**src/rtl/conv_pkg.sv**
```systemverilog
// Shared definitions for the convolution row sequencer: state encoding and
// default geometry.
package conv_pkg;

    localparam int CONV_ADDR_W = 8;
    localparam int CONV_DATA_W = 8;
    localparam int CONV_K      = 3;

    typedef enum logic [1:0] {
        S_IDLE  = 2'd0,
        S_ISSUE = 2'd1,
        S_DRAIN = 2'd2,
        S_DONE  = 2'd3
    } conv_state_e;

endpackage

```
**src/rtl/conv_weight_align.sv**
```systemverilog
// One-cycle alignment stage: delays the tap strobe by the BRAM read latency
// and presents the matching kernel row plus first/last-tap markers.
module conv_weight_align
    import conv_pkg::*;
#(
    parameter int DATA_W = CONV_DATA_W,
    parameter int K      = CONV_K,
    parameter int KW     = $clog2(K)
) (
    input  logic                    clk,
    input  logic                    rst,
    input  logic                    tap_en_i,
    input  logic [KW-1:0]           tap_k_i,
    input  logic [K*K*DATA_W-1:0]   kernel_i,
    output logic [K*DATA_W-1:0]     weight_o,
    output logic                    w_valid_o,
    output logic                    acc_first_o,
    output logic                    acc_last_o
);

    // Row 0 sits in the MSBs, so row k is packed element K-1-k.
    logic [K-1:0][K*DATA_W-1:0] rows;
    assign rows = kernel_i;

    logic [K*DATA_W-1:0] weight_q;
    logic                w_valid_q, acc_first_q, acc_last_q;

    // Register row/flags alongside the read so they line up with read data.
    always_ff @(posedge clk or negedge rst) begin
        if (!rst) begin
            weight_q    <= '0;
            w_valid_q   <= 1'b0;
            acc_first_q <= 1'b0;
            acc_last_q  <= 1'b0;
        end else begin
            w_valid_q   <= tap_en_i;
            acc_first_q <= tap_en_i && (tap_k_i == '0);
            acc_last_q  <= tap_en_i && (tap_k_i == KW'(K-1));
            weight_q    <= tap_en_i ? rows[KW'(K-1) - tap_k_i] : '0;
        end
    end

    assign weight_o    = weight_q;
    assign w_valid_o   = w_valid_q;
    assign acc_first_o = acc_first_q;
    assign acc_last_o  = acc_last_q;

endmodule

```
**src/rtl/conv_row_sequencer.sv**
```systemverilog
// Convolution row sequencer: walks K taps per output row over the input rows
// in BRAM, issuing registered reads and aligned kernel rows.
// Optional feature: define CONV_SEQ_STALL_EN to add a 'stall' input that
// suppresses issue and freezes the tap counters while high.
module conv_row_sequencer
    import conv_pkg::*;
#(
    parameter int ADDR_W = CONV_ADDR_W,
    parameter int DATA_W = CONV_DATA_W,
    parameter int K      = CONV_K
) (
    input  logic                    clk,
    input  logic                    rst,
    input  logic                    conv_run,
    input  logic [K*K*DATA_W-1:0]   kernel,
    input  logic [ADDR_W-1:0]       base_addr,
    input  logic [ADDR_W-1:0]       num_rows,
`ifdef CONV_SEQ_STALL_EN
    input  logic                    stall,
`endif
    output logic                    ram_en,
    output logic [ADDR_W-1:0]       ram_addr,
    output logic [K*DATA_W-1:0]     weight,
    output logic                    w_valid,
    output logic                    acc_first,
    output logic                    acc_last,
    output logic                    busy,
    output logic                    done
);

    localparam int KW = $clog2(K);

    conv_state_e           state_q;
    logic [K*K*DATA_W-1:0] kernel_q;
    logic [ADDR_W-1:0]     base_q, rlast_q, r_q, r_d, ram_addr_q;
    logic [KW-1:0]         k_q, k_d;
    logic                  ram_en_q, done_q;
    logic                  last_k, last_tap, stall_w;

`ifdef CONV_SEQ_STALL_EN
    assign stall_w = stall;
`else
    assign stall_w = 1'b0;
`endif

    // Next tap in (r outer, k inner) order; counters hold the last issued tap.
    always_comb begin
        last_k   = (k_q == KW'(K-1));
        last_tap = last_k && (r_q == rlast_q);
        r_d      = last_k ? r_q + 1'b1 : r_q;
        k_d      = last_k ? '0 : k_q + 1'b1;
    end

    // Control FSM: start/latch, tap issue, one drain cycle, done pulse.
    always_ff @(posedge clk or negedge rst) begin
        if (!rst) begin
            state_q    <= S_IDLE;
            kernel_q   <= '0;
            base_q     <= '0;
            rlast_q    <= '0;
            r_q        <= '0;
            k_q        <= '0;
            ram_en_q   <= 1'b0;
            ram_addr_q <= '0;
            done_q     <= 1'b0;
        end else begin
            done_q <= 1'b0;
            case (state_q)
                S_IDLE: if (conv_run) begin
                    kernel_q <= kernel;
                    base_q   <= base_addr;
                    rlast_q  <= num_rows - ADDR_W'(K);
                    r_q      <= '0;
                    k_q      <= '0;
                    if (num_rows >= ADDR_W'(K)) begin
                        state_q    <= S_ISSUE;
                        ram_en_q   <= 1'b1;
                        ram_addr_q <= base_addr;
                    end else begin
                        // Too few rows for even one output row: finish at once.
                        state_q <= S_DONE;
                        done_q  <= 1'b1;
                    end
                end
                S_ISSUE: begin
                    if (last_tap) begin
                        ram_en_q <= 1'b0;
                        state_q  <= S_DRAIN;
                    end else if (stall_w) begin
                        ram_en_q <= 1'b0;
                    end else begin
                        ram_en_q   <= 1'b1;
                        r_q        <= r_d;
                        k_q        <= k_d;
                        ram_addr_q <= base_q + r_d + ADDR_W'(k_d);
                    end
                end
                S_DRAIN: begin
                    state_q <= S_DONE;
                    done_q  <= 1'b1;
                end
                S_DONE:  state_q <= S_IDLE;
                default: state_q <= S_IDLE;
            endcase
        end
    end

    conv_weight_align #(.DATA_W(DATA_W), .K(K), .KW(KW)) u_align (
        .clk         (clk),
        .rst         (rst),
        .tap_en_i    (ram_en_q),
        .tap_k_i     (k_q),
        .kernel_i    (kernel_q),
        .weight_o    (weight),
        .w_valid_o   (w_valid),
        .acc_first_o (acc_first),
        .acc_last_o  (acc_last)
    );

    assign ram_en   = ram_en_q;
    assign ram_addr = ram_addr_q;
    assign busy     = (state_q != S_IDLE);
    assign done     = done_q;

endmodule

```
**config.mk**
```make
export PLATFORM = sky130hd
export DESIGN_NAME = conv_row_sequencer
export DESIGN_NICKNAME = d
export VERILOG_FILES = /design/src/rtl/conv_pkg.sv /design/src/rtl/conv_weight_align.sv /design/src/rtl/conv_row_sequencer.sv
export SDC_FILE = /design/constraint.sdc
export NUM_CORES = 1
export LEC_CHECK = 0
export CAP_MARGIN = 10
export CELL_PAD_IN_SITES_DETAIL_PLACEMENT = 0
export CELL_PAD_IN_SITES_GLOBAL_PLACEMENT = 1
export CORE_MARGIN = 8
export CORE_UTILIZATION = 25
export DETAILED_ROUTE_END_ITERATION = 6
export PLACE_DENSITY = 0.52
export SYNTH_ARGS = -nofsm -noshare
export SYNTH_HDL_FRONTEND = slang
export SYNTH_SLANG_ARGS = --single-unit
```
**constraint.sdc**
```tcl
create_clock -name clk -period 5.1 [get_ports clk]
set_clock_uncertainty 0.05 [all_clocks]
set_input_delay 1.02 -clock clk [delete_from_list [all_inputs] [get_ports clk]]
set_output_delay 1.02 -clock clk [all_outputs]
set_load 0.02 [all_outputs]
```
==> results of run 1 <==
[power by group]
part,internal (mW),switching [mW]
clock network,0.747,0.510
registers,1.61,0.271
logic,1.14,1.07
total,3.50,1.85
[stage by stage]
stage          setup WS, ns   util  std cells
4_1_cts                1.72  0.343       1005
5_1_grt                1.55  0.343       1005
2_1_floorplan          1.58      -        539
6_report               1.75  0.343       1005
3_5_place_dp           1.45  0.319        973
3_3_place_gp           1.50  0.319        973
[flip-flops by register name (all words and copies together) (netlist names)]
| signal | flops |
|---|---|
| kernel_q | 72 |
| ram_addr | 8 |
| base_q | 8 |
| u_align.acc_last_o | 1 |
| u_align.acc_first_o | 1 |
| done | 1 |
| rlast_q | 8 |
| state_q | 2 |
| u_align.weight_o | 24 |
| ram_en | 1 |
| r_q | 8 |
| k_q | 2 |
| u_align.w_valid_o | 1 |
[area by class of cell]
type                    instances  area, µm²
inverters                      13       48.8
multi-input cells             356       2800
repair buffers                137       1350
well taps                     330        413
flip-flops and latches        137       3430
clock buffers                  18        439
clock inverters                14        164
fillers                      2503      16500
[cell usage in the layout, fill, tap and decap left out, types with 2 or more instances in the layout]
cell type        synthesis  final
a21o_1                   2      2
a21oi_1                 13     13
a32o_1                   3      3
and2_1                  26     26
buf_4                    0      9
bufinv_16                0      2
clkbuf_16                0     17
clkdlybuf4s50_1          0    127
clkinv_4                 0      4
clkinvlp_4               0      2
dfrtp_1                137    137
fa_1                     3      3
ha_1                    20     19
inv_1                   12     12
inv_6                    0      3
inv_8                    0      2
mux2_2                  82     82
mux2i_1                 30     30
nand2_1                 58     57
nand3_1                  7      7
nand4_1                  3      3
nor2_1                  12     12
nor2b_1                  2      2
nor3_1                   6      6
nor3b_1                  2      2
o21ai_0                 38     38
o21ai_2                  7      7
o21bai_1                 2      2
xnor2_1                 22     22
xor2_1                   5      5
[worst max-delay path, delay by kind of cell (launching register included)]
kind | cells | cell delay, ns
adders and majority gates | 4 | 1.49
buffers and inverters | 2 | 0.16
muxes | 2 | 0.35
AOI/OAI and AO/OA | 4 | 0.65
DFF | 1 | 0.37
xor gates and xnor gates | 1 | 0.15
[cell families (layout without fill, tap and decap cells)]
kind of cell,count (synthesis),in the layout,share of synthesized area
buf+inv,46,182,0.0310
simple gates,124,124,0.0936
flops,137,137,0.534
fa+ha+maj,23,23,0.0484
xor+xnor,27,27,0.0369
compound gates,70,70,0.0650
mux,112,112,0.191
[routing by layer]
| layer | routed length (µm) | up-vias |
|---|---|---|
| met4 | 216 | 0 |
| met2 | 8660 | 81 |
| met1 | 7540 | 2136 |
| met5 | 0 | - |
| met3 | 735 | 14 |
| li1 | - | 2098 |
[how the worst max path moves through the flow]
stage	slack, ns	end	start
after global placement	1.50	ram_addr[6]	num_rows[3]
after CTS	1.72	ram_addr[7]	k_q[0]
after global routing	1.55	ram_addr[7]	k_q[0]
after detailed placement	1.45	ram_addr[6]	num_rows[3]
after floorplan	1.58	ram_addr[7]	k_q[0]
final	1.75	ram_addr[7]	k_q[0]
==> impl_metrics.toml, run 1 <==
[run_status]
status = "finished clean"

[yosys]
synth_top_cell_area_share = 0.534
synth_edf_count = 0
ys_ff_latch = 137
synthTopCellsByArea = "dfrtp_1 53%, mux2_2 14%, mux2i_1 4.7%, ha_1 3.9%, nand2_1 3.4%"
ys_types = 41
mappedNetlistNets = 653
yosysTopAreaCell = "dfrtp_1"
synth_area_per_cell_um2 = 11.9
synth.most_common_cell = "dfrtp_1"
netlist_top_cells_count = "137 x dfrtp_1, 82 x mux2_2, 58 x nand2_1"
synthCells = 539
seq_area_frac_synth = 0.534
async_flop_share = 1.00
ys.flop_type = "dfrtp_1"
yosys_warnings = 0
synth_area_um2 = 6410

[power_and_ir_drop]
powerDensity_nw_per_um2 = 620
power_mw = 5.35
power.leakage_nw = 3.60
ir_drop_mv = 0.237

[floorplanning]
io_pins = 129
die_w_um = 176
die-area_um2 = 31000
initial_utilization = 0.255
rows = 58
die_y_um = 176
coreArea_um2 = 25200

[worst_setup_path]
start_kind = "flip-flop"
path_class = "flip-flop to flip-flop"
crit_chain = "inv_1 > ha_1 > mux2i_1 > fa_1 > inv_1 > ha_1 > fa_1 > a21o_1 > a21oi_1 > o21ai_0 > xnor2_1 > mux2i_1 > o21ai_2"
crit_fanout = 7
cp_slowest_stage_delay_ns = 0.52
end_kind = "flip-flop"
r2r_start = "k_q[0]"
crit_required_ns = 5.33
critPathSlowestCell = "fa_1"
rrSetupSlack_ns = 1.75
worstPathArrival_ns = 3.58
reg2reg_to = "ram_addr[7]"
rr_worst_depth = 13

[timing]
fin_crit_sh = 0.658
hold_viol_final = 0
slew_headroom = 0.273
slew_violations = 0
timing.fmax_mhz = 298
setup_violations = 0
timing.hold.ws_ns = 0.426
rsz0062_at_grt = "false"
fin_setup_tns_ns = 0
period_minus_slack_ns = 3.35
tightestPinTransition_ns = 1.09

[placement]
place_area_um2 = 8040
dp_hpwl_um = 12100
portBuffers = 128
gp_congestion = 0.740

[clock_network]
clock-sinks = 137
cts_tree = "done"
clk_latency_ns = 0.41
h-tree-depth = 4
clk_pin_slew_ns = 0.06
cts_buffers = 17
cts_resized = 0
cts-root-buf = "clkbuf_16"
ctsHoldBuffers = 0
cts_buffer_depth = 2
cts_setup_buffers = 0

[layout]
n_antenna_cell = 0
layout.nets = 776
finish.instance_area_um2 = 8640
drive_above_1_share = 0.203
synthToLayoutAreaGrowth_pct = 34.7

[min_path]
hold_path_depth = 2
min_to = "ram_addr[1]"
min_from = "ram_addr[1]"
hp-class = "flip-flop to flip-flop"

[global_routing]
antenna_found_initial = 0
gr-usage-met3 = 0.0305
grt_pass1_vias = 4980
grtUsageMet1 = 0.138
grt_pass1_wl_um = 28000
met2_usage = 0.198
grt_start_max_net_pins = 70
busiest_layer = "met2"
grt_remaining_overflow = 0
grt_util_all_layers = 0.116

[route]
via_per_inst = 4.31
drt_pass1_iterations = 4
drc_errors = 0
via_count = 4329
wl_um = 17100
drtIter0Drc = 169
avgRoutedWirePerCell_um = 17.1
drtAntennaViolNets = 0

[flow_run]
maxCapViolCount = 0
(Power assumes the default switching activity.)
==> inputs of run 2 (changes only) <==
clock period = 3.2 ns   (was 5.1 ns; I/O delays follow)
==> run 2 against run 1 <==
Routed wire length shrank 2.7%. Final cell count grew 0.40%. Critical path depth is the same. Clock power grew 67%. Power grew 63%. Clock-buffer cell count grew 1. Worst setup slack lost 1.5 ns. Sequential power grew 60%. First-iteration DRC count shrank 30%. Via count grew 0.65%. Critical endpoint unchanged. Largest cell class unchanged. Largest power group unchanged. Highest routed layer is now met5.
==> impl_metrics.toml, run 2 (synthesis results as in run 1) <==
[run_status]
status = "finished clean"

[clock_network]
clock-sinks = 137
cts_buffers = 17
cts_buffer_depth = 2
clk_pin_slew_ns = 0.07
cts_setup_buffers = 0
cts_tree = "done"
h-tree-depth = 4
clk_latency_ns = 0.42
cts-root-buf = "clkbuf_16"

[layout]
n_antenna_cell = 0
fin_cells = 1009
top_register = "kernel_q"
num-fill-cells = 2485
final_common_cell = "dfrtp_1"
synthToLayoutAreaGrowth_pct = 36.6
largest_register_ff_count = 72
drive_above_1_share = 0.212
layout_common_cells = "137 x dfrtp_1, 127 x clkdlybuf4s50_1, 82 x mux2_2"
layout.nets = 780

[timing]
fin_crit_sh = 0.935
slew_violations = 0
period_minus_slack_ns = 2.99
timing.hold.ws_ns = 0.130
timing.fmax_mhz = 334
postLayoutSetupSlackWorst_ns = 0.209
hold_viol_final = 0
rsz0062_at_grt = "false"
tightestPinTransition_ns = 0.695
fin_setup_tns_ns = 0
slew_headroom = 0.532
setup_violations = 0

[worst_setup_path]
reg2reg_to = "ram_addr[7]"
crit_chain = "inv_1 > ha_4 > mux2i_1 > fa_1 > inv_1 > ha_1 > fa_2 > a21o_1 > a21oi_2 > o21ai_1 > xnor2_1 > mux2i_1 > o21ai_2"
critPathSlowestCell = "fa_1"
end_kind = "flip-flop"
crit_required_ns = 3.45
r2r_start = "k_q[0]"
cp_slowest_stage_delay_ns = 0.51
crit_fanout = 7
rrSetupSlack_ns = 0.21
rr_worst_depth = 13
path_class = "flip-flop to flip-flop"
start_kind = "flip-flop"
worstPathArrival_ns = 3.24

[route]
avgRoutedWirePerCell_um = 16.5
drc_errors = 0
drtIter0Drc = 118
drtAntennaViolNets = 0
via_per_inst = 4.32
via_count = 4357
drt_pass1_iterations = 4
wl_um = 16700

[power_and_ir_drop]
powerDensity_nw_per_um2 = 993
power.leakage_nw = 3.65
ir_drop_mv = 0.388

[placement]
dp_slack_ns = 0.0813
dp.cells = 977
gp_congestion = 0.766
portBuffers = 128
dp_hpwl_um = 12100

[global_routing]
grt_remaining_overflow = 0
grt_util_all_layers = 0.112
antenna_found_initial = 1
grt_pass1_vias = 4950
grt_pass1_wl_um = 27000
grt_start_max_net_pins = 58

[min_path]
hp-class = "primary input to async pin"

[floorplanning]
die-area_um2 = 31000
initial_utilization = 0.255
coreArea_um2 = 25200
die_y_um = 176
io_pins = 129
die_w_um = 176
rows = 58

[flow_run]
maxCapViolCount = 0
[run 2: per-layer routing]
metal | routed length (µm) | part of all wire | GRT usage | up-vias
li1 | - | - | - | 2104
met2 | 8560 | 0.51 | 0.194 | 79
met3 | 812 | 0.049 | 0.0370 | 15
met1 | 7140 | 0.43 | 0.129 | 2157
met4 | 159 | 0.0095 | 0.0329 | 2
met5 | 13 | 0.00078 | 0 | -
[run 2: per-stage QoR]
| step | total power [mW] | utilization | area (µm²) |
|---|---|---|---|
| 5_1_grt | 9.37 | 0.348 | 8760 |
| 6_report | 8.71 | 0.348 | 8760 |
| 3_5_place_dp | 6.74 | 0.322 | 8110 |
| 4_1_cts | 8.91 | 0.347 | 8750 |
| 2_1_floorplan | 5.44 | - | 6430 |
| 3_3_place_gp | 6.67 | 0.322 | 8110 |
[run 2: worst max path at each step]
stage                     cells after the start    from     endpoint
after floorplan                              16  k_q[0]  ram_addr[7]
after global placement                       13  k_q[0]  ram_addr[7]
after detailed placement                     13  k_q[0]  ram_addr[7]
after CTS                                    13  k_q[0]  ram_addr[7]
after global routing                         13  k_q[0]  ram_addr[7]
final                                        13  k_q[0]  ram_addr[7]
[run 2: critical path, delay by kind of cell, from the launching register on]
| family | cells | cell delay, ns |
|---|---|---|
| mux | 2 | 0.29 |
| buf+inv | 2 | 0.20 |
| compound gates | 4 | 0.51 |
| xor+xnor | 1 | 0.13 |
| flops | 1 | 0.39 |
| fa+ha+maj | 4 | 1.30 |
[run 2: cell type report]
type | instances | area [µm²] | area share
clock buffers | 19 | 453 | 0.0517
flip-flops and latches | 137 | 3430 | 0.391
well taps | 330 | 413 | 0.0471
repair buffers | 141 | 1420 | 0.162
multi-input cells | 356 | 2820 | 0.321
inverters | 13 | 48.8 | 0.00557
clock inverters | 13 | 183 | 0.0208
[run 2: what timing repair did]
item / 4_1_cts / 5_1_grt
hold endpoints to repair: 0 / 0
gates resized for setup: 0 / 3
hold buffers: 0 / 0
setup endpoints to repair: 0 / 1
[run 2: power by group]
part	total, mW	internal [mW]	switching [mW]	leakage, nW
Clock	2.10	1.29	0.802	0.313
Combinational	3.61	1.89	1.72	1.68
Sequential	3.00	2.57	0.425	1.65
